### src/rtl/clk_period_meter.sv
// ---------------------------------------------------------------------------
// clk_period_meter
//
// Purpose:
//    Receive-side companion of the clock divider. An asynchronous slow clock
//    or square wave arrives on sig_in and is sampled in the fast clk domain.
//    The block measures the rise-to-rise period and the sampled high time of
//    that waveform in clk cycles, and hands each finished measurement to a
//    consumer over a valid/ready output. It is used both to self-check
//    divider outputs and to measure external slow clocks.
//
// Parameters:
//    WIDTH       width of the period/high-time counters and outputs
//    TIMEOUT     clk cycles without a rising edge before no_signal asserts;
//                must be representable in WIDTH bits
//
// Ports:
//    clk         in   1      system clock, all logic on its rising edge
//    rst_n       in   1      asynchronous, active-low reset
//    sig_in      in   1      asynchronous waveform being measured
//    period      out  WIDTH  clk cycles between the last two rising edges
//    high_time   out  WIDTH  clk cycles sig_in was sampled high in that period
//    meas_valid  out  1      period/high_time hold an unconsumed measurement
//    meas_ready  in   1      consumer takes the measurement on valid&&ready
//    overrun     out  1      sticky: a measurement was overwritten unread
//    no_signal   out  1      no rising edge for TIMEOUT cycles, or none yet
// ---------------------------------------------------------------------------
module clk_period_meter #(
   parameter int unsigned WIDTH   = 32,
   parameter int unsigned TIMEOUT = 200_000_000
) (
   input  logic             clk,
   input  logic             rst_n,
   input  logic             sig_in,
   output logic [WIDTH-1:0] period,
   output logic [WIDTH-1:0] high_time,
   output logic             meas_valid,
   input  logic             meas_ready,
   output logic             overrun,
   output logic             no_signal
);

   // Timeout limit expressed at counter width so the compare is width-exact.
   localparam logic [WIDTH-1:0] TIMEOUT_W = WIDTH'(TIMEOUT);
   localparam logic [WIDTH-1:0] ONE_W     = WIDTH'(1);

   // IDLE waits for a first (arming) edge; MEASURE counts a full period.
   typedef enum logic {
      IDLE,
      MEASURE
   } state_t;

   state_t           state;
   logic [WIDTH-1:0] cnt;
   logic [WIDTH-1:0] hacc;

   // Synchronizer stages and the edge-detect history flop.
   logic s1;
   logic s2;
   logic prev;

   logic rise;
   logic accept;
   logic new_result;
   logic overwrite;
   logic [WIDTH-1:0] s2_ext;

   // ------------------------------------------------------------------------
   // Input path: two flops bring sig_in into the clk domain (s1 may go
   // metastable, s2 is the clean sample), and prev holds the previous clean
   // sample so a rising edge can be detected. The input-to-rise latency is
   // therefore two to three clk cycles depending on where the edge lands.
   // ------------------------------------------------------------------------
   always_ff @(posedge clk or negedge rst_n) begin
      if (!rst_n) begin
         s1   <= 1'b0;
         s2   <= 1'b0;
         prev <= 1'b0;
      end else begin
         s1   <= sig_in;
         s2   <= s1;
         prev <= s2;
      end
   end

   // ------------------------------------------------------------------------
   // Combinational event decode shared by the FSM and the output handshake.
   //  rise       : clean rising edge of the synchronized waveform
   //  accept     : the consumer takes the presented result at this edge
   //  new_result : a complete period ends this cycle (only while measuring;
   //               the edge that arms the meter from IDLE closes no period)
   //  overwrite  : a new result replaces one the consumer has not taken
   // ------------------------------------------------------------------------
   always_comb begin
      rise       = s2 & ~prev;
      accept     = meas_valid & meas_ready;
      new_result = (state == MEASURE) & rise;
      overwrite  = new_result & meas_valid & ~meas_ready;
      s2_ext     = {{(WIDTH-1){1'b0}}, s2};
   end

   // ------------------------------------------------------------------------
   // Measurement FSM with registered outputs.
   //
   // The rising edge itself is the first cycle of a period and is sampled
   // high, so both counters restart at 1 on every edge. While measuring,
   // cnt counts every cycle and hacc counts only the cycles sampled high,
   // which keeps hacc <= cnt. When the next edge arrives, cnt is the exact
   // rise-to-rise distance and hacc is the high time of that period.
   //
   // If cnt reaches TIMEOUT without an edge the input is declared dead:
   // the FSM drops back to IDLE with the counters frozen, and the next edge
   // merely re-arms measurement, because the gap it closes is not a valid
   // period. cnt can never pass TIMEOUT, so it cannot wrap.
   //
   // Handshake: a presented result stays stable until it is accepted. A
   // new result always wins the output registers; if it lands while the
   // old one is still unread and not being accepted, overrun latches. An
   // accept clears overrun only when no new result lands in the same cycle,
   // so a result loaded alongside an accept leaves overrun untouched.
   // ------------------------------------------------------------------------
   always_ff @(posedge clk or negedge rst_n) begin
      if (!rst_n) begin
         state      <= IDLE;
         cnt        <= '0;
         hacc       <= '0;
         period     <= '0;
         high_time  <= '0;
         meas_valid <= 1'b0;
         overrun    <= 1'b0;
         no_signal  <= 1'b1;
      end else begin
         if (new_result) begin
            period     <= cnt;
            high_time  <= hacc;
            meas_valid <= 1'b1;
         end else if (accept) begin
            meas_valid <= 1'b0;
         end

         if (overwrite) begin
            overrun <= 1'b1;
         end else if (accept && !new_result) begin
            overrun <= 1'b0;
         end

         case (state)
            IDLE: begin
               if (rise) begin
                  state     <= MEASURE;
                  cnt       <= ONE_W;
                  hacc      <= ONE_W;
                  no_signal <= 1'b0;
               end
            end

            MEASURE: begin
               if (rise) begin
                  cnt  <= ONE_W;
                  hacc <= ONE_W;
               end else if (cnt == TIMEOUT_W) begin
                  state     <= IDLE;
                  no_signal <= 1'b1;
               end else begin
                  cnt  <= cnt + ONE_W;
                  hacc <= hacc + s2_ext;
               end
            end

            default: begin
               state <= IDLE;
            end
         endcase
      end
   end

endmodule
### config.mk
export PLATFORM = sky130hd
export DESIGN_NAME = clk_period_meter
export DESIGN_NICKNAME = d
export VERILOG_FILES = /design/src/rtl/clk_period_meter.sv
export SDC_FILE = /design/constraint.sdc
export NUM_CORES = 1
export LEC_CHECK = 0
export BUFFER_PORTS_ARGS = -buffer_cell sky130_fd_sc_hd__buf_4
export CAP_MARGIN = 5
export CELL_PAD_IN_SITES_DETAIL_PLACEMENT = 0
export CELL_PAD_IN_SITES_GLOBAL_PLACEMENT = 1
export CORE_UTILIZATION = 40
export CTS_CLUSTER_SIZE = 28
export DETAILED_ROUTE_END_ITERATION = 16
export GPL_TIMING_DRIVEN = 0
export PLACE_DENSITY_LB_ADDON = 0.15
export SLEW_MARGIN = 10
export SYNTH_ARGS = -nofsm -noshare
export SYNTH_HDL_FRONTEND = slang
export SYNTH_SLANG_ARGS = --single-unit
### constraint.sdc
create_clock -name clk -period 3 [get_ports clk]
set_input_delay 0.45 -clock clk [delete_from_list [all_inputs] [get_ports clk]]
set_output_delay 0.45 -clock clk [all_outputs]
set_load 0.05 [all_outputs]
== Word level (Yosys, flattened, before mapping) ==
Index checks and enable logic that the tools add are counted.
Operators by class
  $add $sub $neg: 2
  equal/unequal tests: 5
  muxes and demuxes: 19
  bitwise gates (word level): 8
  reductions and logical operators: 6
Operator list (number)
  32-bit 2-to-1 mux: 5
  32-bit one-hot mux with 2 select lines: 2
  32-bit by 1-bit adder with 32-bit output: 1
  32-bit by 1-bit adder with 32-bit output, second input constant: 1
  32-bit by 28-bit equality test with 1-bit output, second input constant: 1
  1-bit 2-to-1 mux: 10
  1-bit AND: 5
  2-bit != test, second input constant: 2
  1-bit one-hot mux with 2 select lines: 2
  2-bit nonzero test: 2
  3-bit != test, second input constant: 1
  1-bit NOT: 3
  3-bit AND reduction: 1
  2-bit by 1-bit != test with 1-bit output, second input constant: 1
  2-bit AND reduction: 1
  1-bit logical AND: 1
  1-bit zero test: 1
Word-level totals
  register bits: 135
  input bits: 4
  output and inout port bits: 67

== Logic depth before layout (Yosys ltp) ==
Gate-level depths: netlist of the first run.
  depth after elaboration: 7
  gate-level depth with buffers: 10
  mapped depth without buffers: 7

== Worst setup path before layout of the first run ==
OpenSTA, ideal clock, no wires.
  path kind: register to register
  start: register cnt[15]
  end: register cnt[31]
  setup time: 78 ps
  data arrival time: 2120 ps
  data required time: 2922 ps
  setup slack: 802 ps
  stages on the path, launching flop included: 8
  clock period less this slack: 2198 ps
  cell sequence: dfrtp_1 -> nand2_1 -> or4_1 -> clkbuf_2 -> or4_1 -> buf_2 -> or3_1 -> a21oi_1
On the way
  word-level cells in the longest chain between the ends: 4
RTL lines
  start: declaration: RTL line 54  | logic [WIDTH-1:0] cnt;
  start signal: assignment: RTL line 165  | cnt <= cnt + ONE_W;
  32-bit by 1-bit adder with 32-bit output: RTL line 165
  32-bit 2-to-1 mux: RTL line 161  | end else if (cnt == TIMEOUT_W) begin
  32-bit 2-to-1 mux: RTL line 158  | if (rise) begin
  32-bit one-hot mux with 2 select lines: RTL line 147  | case (state)
Several ways; a longest one is shown, not always the timed one. The select of a mux whose other input is x is not followed.
A chain may end at the register's enable or synchronous reset.

== Final worst setup path of the first run ==
  start: register hacc[2]
  end: register hacc[30]
On the way
  word-level cells in the longest chain between the ends: 4
RTL lines
  start: declaration: RTL line 55  | logic [WIDTH-1:0] hacc;
  start signal: assignment: RTL line 166  | hacc <= hacc + s2_ext;
  32-bit by 1-bit adder with 32-bit output: RTL line 166
  32-bit 2-to-1 mux: RTL line 161
  32-bit 2-to-1 mux: RTL line 158
  32-bit one-hot mux with 2 select lines: RTL line 147
Every way passes these cells. The select of a mux whose other input is x is not followed.

==> results.tsv, run 1 <==
stage	metric	value	unit
outcome	outcome	finished, violations left	
outcome	failing checks	DRC	
sta	Final Cycle Share	89.1	%
clocking	TritonCTS clock tree	yes	
sta	Max Transition Viols Final	0	
power_and_ir_drop	leakage power	3.41	nW
global_route	first-pass GRT wire length	25300	um
critical_path	Setup crit end kind	register	
final_layout	most frequent cells in the layout	134 x dfrtp_1, 75 x buf_4, 55 x nand2_1	
synth	Yosys reg bits	135	
routing	residual DRC count	4	
synth	Seq/Total Area, Yosys	55.3	%
sta	Final WS setup	0.327	ns
clocking	post-cts sizing count	0	
die	Initial Util	41.6	%
power_and_ir_drop	Gate power share	11.6	%
sta	Achievable Freq	374	MHz
final_layout	layout net count	680	
power_and_ir_drop	Clock Power Share	44.0	%
synth	Syn Std Cell Area	6110	um2
die	Rows	44	
clocking	total CTS buffers	17	
placement	gpl congestion	0.875	
final_layout	commonest non-fill, non-tap cell in the layout	dfrtp_1	
power_and_ir_drop	Sequential Power Share	44.4	%
sta	Final Skew	0.00589	ns
power_and_ir_drop	Internal Power	0.00331	W
synth	EDFF count, synth	0	
power_and_ir_drop	Final Total Pwr	0.00451	W
sta	fin crit period	2.67	ns
final_layout	Final Core Density	51.1	%
clocking	clk slew on worst S/H paths	0.05	ns
die	Die Ht	126	um
die	Core ar.	14700	um2
die	I/O Pins	71	
sta	relative slew slack	49.9	%
routing	Initial DRC Count	376	
clocking	CTS Root Cell	clkbuf_16	
placement	HPWL Detailed	10600	um
final_layout	synthesis-to-finish area growth	22.9	%
power_and_ir_drop	VDD IR max	0.437	mV
routing	DR WL/cell	17.7	um
synth	Synth Area per Inst	10.6	um2
die	die width	126	um
power_and_ir_drop	Sw Share	26.5	%
final_layout	Fill cells	1339	
clocking	worst-skew pair later-pin latency	0.42	ns
power_and_ir_drop	switching pwr	0.00119	W
synth	synth unique cells	45	
clocking	Clock H-tree levels	4	
sta	setup_tns	0	ns
global_route	total gr overflow	0	
sta	setup violators final	0	
global_route	largest net degree at the start of global routing	89	
routing	DR pass1 iterations	11	
routing	mean number of vias per cell	5.64	
synth	Cells after Synth	575	
routing	post-route ant nets	0	
global_route	number of global-route vias before repair	4681	
routing	total wire length	15400	um
power_and_ir_drop	PwrDens	600	nW/um2
synth	Ys Warns	0	
sta	hold slack	0.135	ns
global_route	initial antenna violation count	0	
sta	worst slew pin tran	0.752	ns
worst_hold_path	HP Class	input pin to register	
critical_path	crit path launch type	register	
critical_path	Worst EP arrival	3.01	ns
die	die area	15800	um2
critical_path	kind of critical path	register to register	
clocking	clk sinks	135	
global_route	gr usage total	20.9	%
placement	I/O Buffers	70	
sta	RSZ-0062 raised after global routing	false	
final_layout	share of cells above drive strength 1	25.3	%
routing	routed vias	4902	
synth	ys flop type	dfrtp_1	
sta	final hold violation count	0	
synth	FFs w/ async S/R, synth	100	%
critical_path	Max FO, Critical Path	10	
placement	pre-CTS setup slack	0.0489	ns
critical_path	CP Data Required Time	3.34	ns
final_layout	diode count	0	
run	Max-cap violations	0	
clocking	maximum root-to-sink buffer count	2	
synth	Mapped Nets	583	
final timing paths:
check / slack (ns) / from / endpoint / cells past startpoint
worst max-delay path: 0.33 / hacc[2] / hacc[30] / 6
worst min-delay path: 0.13 / sig_in / s1 / 1
worst max register to register: 0.33 / hacc[2] / hacc[30] / 6
worst min register to register: 0.35 / s1 / s2 / 0
max in group asynchronous: 1.65 / rst_n / no_signal / 3
min in group asynchronous: 0.53 / rst_n / period[30] / 2
registers in the layout (all words and copies together) (netlist names):
name / flops
high_time: 32
overrun: 1
cnt: 32
s2: 1
prev: 1
period: 32
state: 1
no_signal: 1
meas_valid: 1
hacc: 32
s1: 1
routing by layer:
layer  wire, um  global-route usage [%]  up-vias
met5          0                       0        -
met2       7080                    30.8      152
li1           -                       -     2310
met4        194                    6.96        0
met3        858                    5.35       14
met1       7220                    29.8     2426
stage by stage:
step | cells | area, um2
2_1_floorplan | 575 | 6110
3_3_place_gp | 829 | 6870
3_5_place_dp | 830 | 6900
4_1_cts | 863 | 7470
5_1_grt | 869 | 7510
6_report | 869 | 7510
Yosys cell counts, types with 5 or more instances:
library cell	number	area [um2]
nor3_1	9	45.0
or3_1	26	163
and4_1	6	52.6
xnor2_1	8	70.1
nand4_1	13	81.3
or4_1	17	128
nand2_1	55	206
nor2_1	23	86.3
o31ai_1	12	90.1
nand3_1	27	135
and3_1	6	37.5
buf_2	5	25.0
nor4_1	11	68.8
mux2_2	54	608
dfrtp_1	134	3350
inv_1	14	52.6
clkbuf_1	27	101
a21oi_1	43	215
o21ai_0	42	210
timing repair:
action / in CTS / in global routing
hold buffers: 1 / 0
setup endpoints to repair: 0 / 36
buffers inserted: 0 / 6
endpoints found under the hold margin: 47 / 0
worst max-delay path, cell delays in order (launching register included):
cell	delay (ns)
dfrtp_1	0.45
nand3_1	0.26
nor3_2	0.62
o2111ai_1	0.45
clkbuf_1	0.31
or3_1	0.34
a21oi_1	0.15
power groups by stage:
stage	logic, W	clock network [W]	registers, W
2_1_floorplan	0.000185	0	0.00216
3_3_place_gp	0.000510	0	0.00202
3_5_place_dp	0.000526	0	0.00203
4_1_cts	0.000529	0.00203	0.00200
5_1_grt	0.000562	0.00212	0.00201
6_report	0.000521	0.00199	0.00200
cell type report:
cell class              instances  area (um2)  area share [%]
inverters                      14        52.6           0.700
multi-input cells             391        2540            33.8
clock buffers                  23         458            6.10
flip-flops and latches        135        3380            45.0
well taps                     184         230            3.07
clock inverters                 9         101            1.35
plain buffers                  35         139            1.85
repair buffers                 78         612            8.15
kinds of logic (layout without fill, tap and decap cells):
| kind of cell | after synthesis | after routing | share of synthesized area, % |
|---|---|---|---|
| buf+inv | 49 | 159 | 3.13 |
| compound gates | 116 | 116 | 11.0 |
| mux | 55 | 55 | 10.1 |
| flops | 135 | 135 | 55.3 |
| xor+xnor | 12 | 12 | 1.72 |
| simple gates | 204 | 204 | 17.9 |
| fa+ha+maj | 4 | 4 | 0.819 |
Power figures use the tool's default switching activity.
==> run 2: changes to the inputs <==
--- a/config.mk
+++ b/config.mk
@@ -13,6 +13,7 @@
 export CTS_CLUSTER_SIZE = 28
 export DETAILED_ROUTE_END_ITERATION = 16
 export GPL_TIMING_DRIVEN = 0
+export MAX_ROUTING_LAYER = met4
 export PLACE_DENSITY_LB_ADDON = 0.15
 export SLEW_MARGIN = 10
 export SYNTH_ARGS = -nofsm -noshare
==> run 2 against run 1 <==
  * The run still ends with DRC left
  * Wire length increased by 0.53%
  * Non-clock buffer count unchanged
  * Die area unchanged
  * Cell area unchanged
  * Critical path type unchanged
==> results.tsv, run 2 (same netlist as run 1, synthesis figures left out) <==
stage	metric	value	unit	change
die	die width	126	um	unchanged
sta	relative slew slack	50.1	%	+0.25 points
sta	Final Skew	0.0102	ns	+0.00433 ns
critical_path	Worst EP arrival	3.01	ns	about the same
die	Core ar.	14700	um2	unchanged
placement	I/O Buffers	70		unchanged
die	Rows	44		unchanged
die	I/O Pins	71		unchanged
global_route	initial antenna violation count	0		unchanged
outcome	failing checks	DRC		
power_and_ir_drop	VDD IR max	0.437	mV	about the same
sta	final hold violation count	0		unchanged
clocking	worst-skew pair later-pin latency	0.42	ns	about the same
routing	total wire length	15400	um	+0.53%
routing	residual DRC count	4		unchanged
die	Die Ht	126	um	unchanged
placement	# placed instances	830		unchanged
routing	post-route ant nets	0		unchanged
clocking	clk sinks	135		unchanged
routing	M1 WL	7240	um	+0.21%
clocking	post-cts sizing count	0		unchanged
placement	gpl congestion	0.890		+1.6%
critical_path	kind of critical path	register to register		
routing	Initial DRC Count	379		+0.80%
global_route	total gr overflow	0		unchanged
routing	DR WL/cell	17.8	um	+0.53%
die	die area	15800	um2	unchanged
run	Max-cap violations	0		unchanged
global_route	largest net degree at the start of global routing	89		unchanged
sta	setup_tns	0	ns	unchanged
sta	Achievable Freq	374	MHz	about the same
sta	Final Cycle Share	89.1	%	about the same
sta	worst slew pin tran	0.748	ns	-0.00370 ns
final_layout	synthesis-to-finish area growth	22.9	%	unchanged
global_route	number of global-route vias before repair	4672		-0.19%
routing	DR pass1 iterations	11		unchanged
critical_path	CP Data Required Time	3.34	ns	about the same
clocking	Clock H-tree levels	4		unchanged
global_route	first-pass GRT wire length	25300	um	+0.32%
routing	top sig layer	met4		
clocking	total CTS buffers	17		unchanged
routing	Detail Route met2 WL	7120	um	+0.66%
power_and_ir_drop	leakage power	3.41	nW	unchanged
routing	Met3 Wirelength	831	um	-3.1%
sta	Max Transition Viols Final	0		unchanged
final_layout	most frequent cells in the layout	134 x dfrtp_1, 75 x buf_4, 55 x nand2_1		
die	Initial Util	41.6	%	unchanged
critical_path	Max FO, Critical Path	10		unchanged
final_layout	diode count	0		unchanged
critical_path	crit path launch type	register		
outcome	outcome	finished, violations left		
sta	setup violators final	0		unchanged
sta	RSZ-0062 raised after global routing	false		
power_and_ir_drop	PwrDens	602	nW/um2	+0.23%
sta	fin crit period	2.67	ns	+0.00114 ns
global_route	gr usage total	21.6	%	+0.72 points
clocking	TritonCTS clock tree	yes		
final_layout	commonest non-fill, non-tap cell in the layout	dfrtp_1		
critical_path	Setup crit end kind	register		
final_layout	Final Core Density	51.1	%	unchanged
placement	HPWL Detailed	10600	um	unchanged
clocking	maximum root-to-sink buffer count	2		unchanged
final_layout	layout net count	680		unchanged
final_layout	fin cells	869		unchanged
final_layout	share of cells above drive strength 1	25.3	%	unchanged
routing	mean number of vias per cell	5.66		+0.31%
worst_hold_path	HP Class	input pin to register		
routing	routed vias	4917		+0.31%
clocking	clk slew on worst S/H paths	0.06	ns	about the same
clocking	CTS Root Cell	clkbuf_16		
run 2: cell counts in the layout (fill, tap and decap cells not counted):
No cell type changed its count.
run 2: power by group:
group / total [W] / internal [W] / switching, W
Sequential: 0.00200 / 0.00191 / 0.0000921
Combinational: 0.000523 / 0.000170 / 0.000353
Clock: 0.00200 / 0.00124 / 0.000758
run 2: per-stage QoR:
stage	setup WS [ns]	hold WS [ns]	power, W	cell area (um2)
after floorplan	0.802	0.154	0.00235	6110
after global placement	0.0520	0.334	0.00253	6870
after detailed placement	0.0489	0.337	0.00256	6900
after CTS	0.0221	0.123	0.00456	7470
after global routing	0.123	0.124	0.00470	7510
final	0.326	0.132	0.00452	7510
run 2: final timing paths:
kind	from	end	slack, ns	cells after the start
setup / recovery	hacc[3]	hacc[30]	0.33	6
hold / removal	sig_in	s1	0.13	1
setup reg to reg	hacc[3]	hacc[30]	0.33	6
hold reg to reg	s1	s2	0.35	0
max in group asynchronous	rst_n	no_signal	1.66	3
min in group asynchronous	rst_n	period[30]	0.54	2
run 2: metal layers:
layer  GRT usage [%]  vias up
met5               -        -
met4            7.60        0
met3            4.66       18
met2            30.8      153
met1            30.2     2442
li1                -     2304
run 2: area by class of cell:
class | instances | area [um2]
Tap cell | 184 | 230
Clock buffer | 23 | 458
Inverter | 14 | 52.6
Timing Repair Buffer | 78 | 612
Clock inverter | 9 | 101
Fill cell | 1339 | 7190
Buffer | 35 | 139
Multi-Input combinational cell | 391 | 2540
Sequential cell | 135 | 3380
run 2: critical path: stages, from the launching register on:
cell	delay, ns
dfrtp_1	0.46
nand3_1	0.26
nor3_2	0.62
o2111ai_1	0.45
clkbuf_1	0.31
or3_1	0.34
a21oi_1	0.15
run 2: repair_timing:
| item | 4_1_cts | 5_1_grt |
|---|---|---|
| setup buffers | 0 | 6 |
| setup endpoints to repair | 0 | 35 |
| hold endpoints to repair | 47 | 0 |
| hold buffers | 1 | 0 |
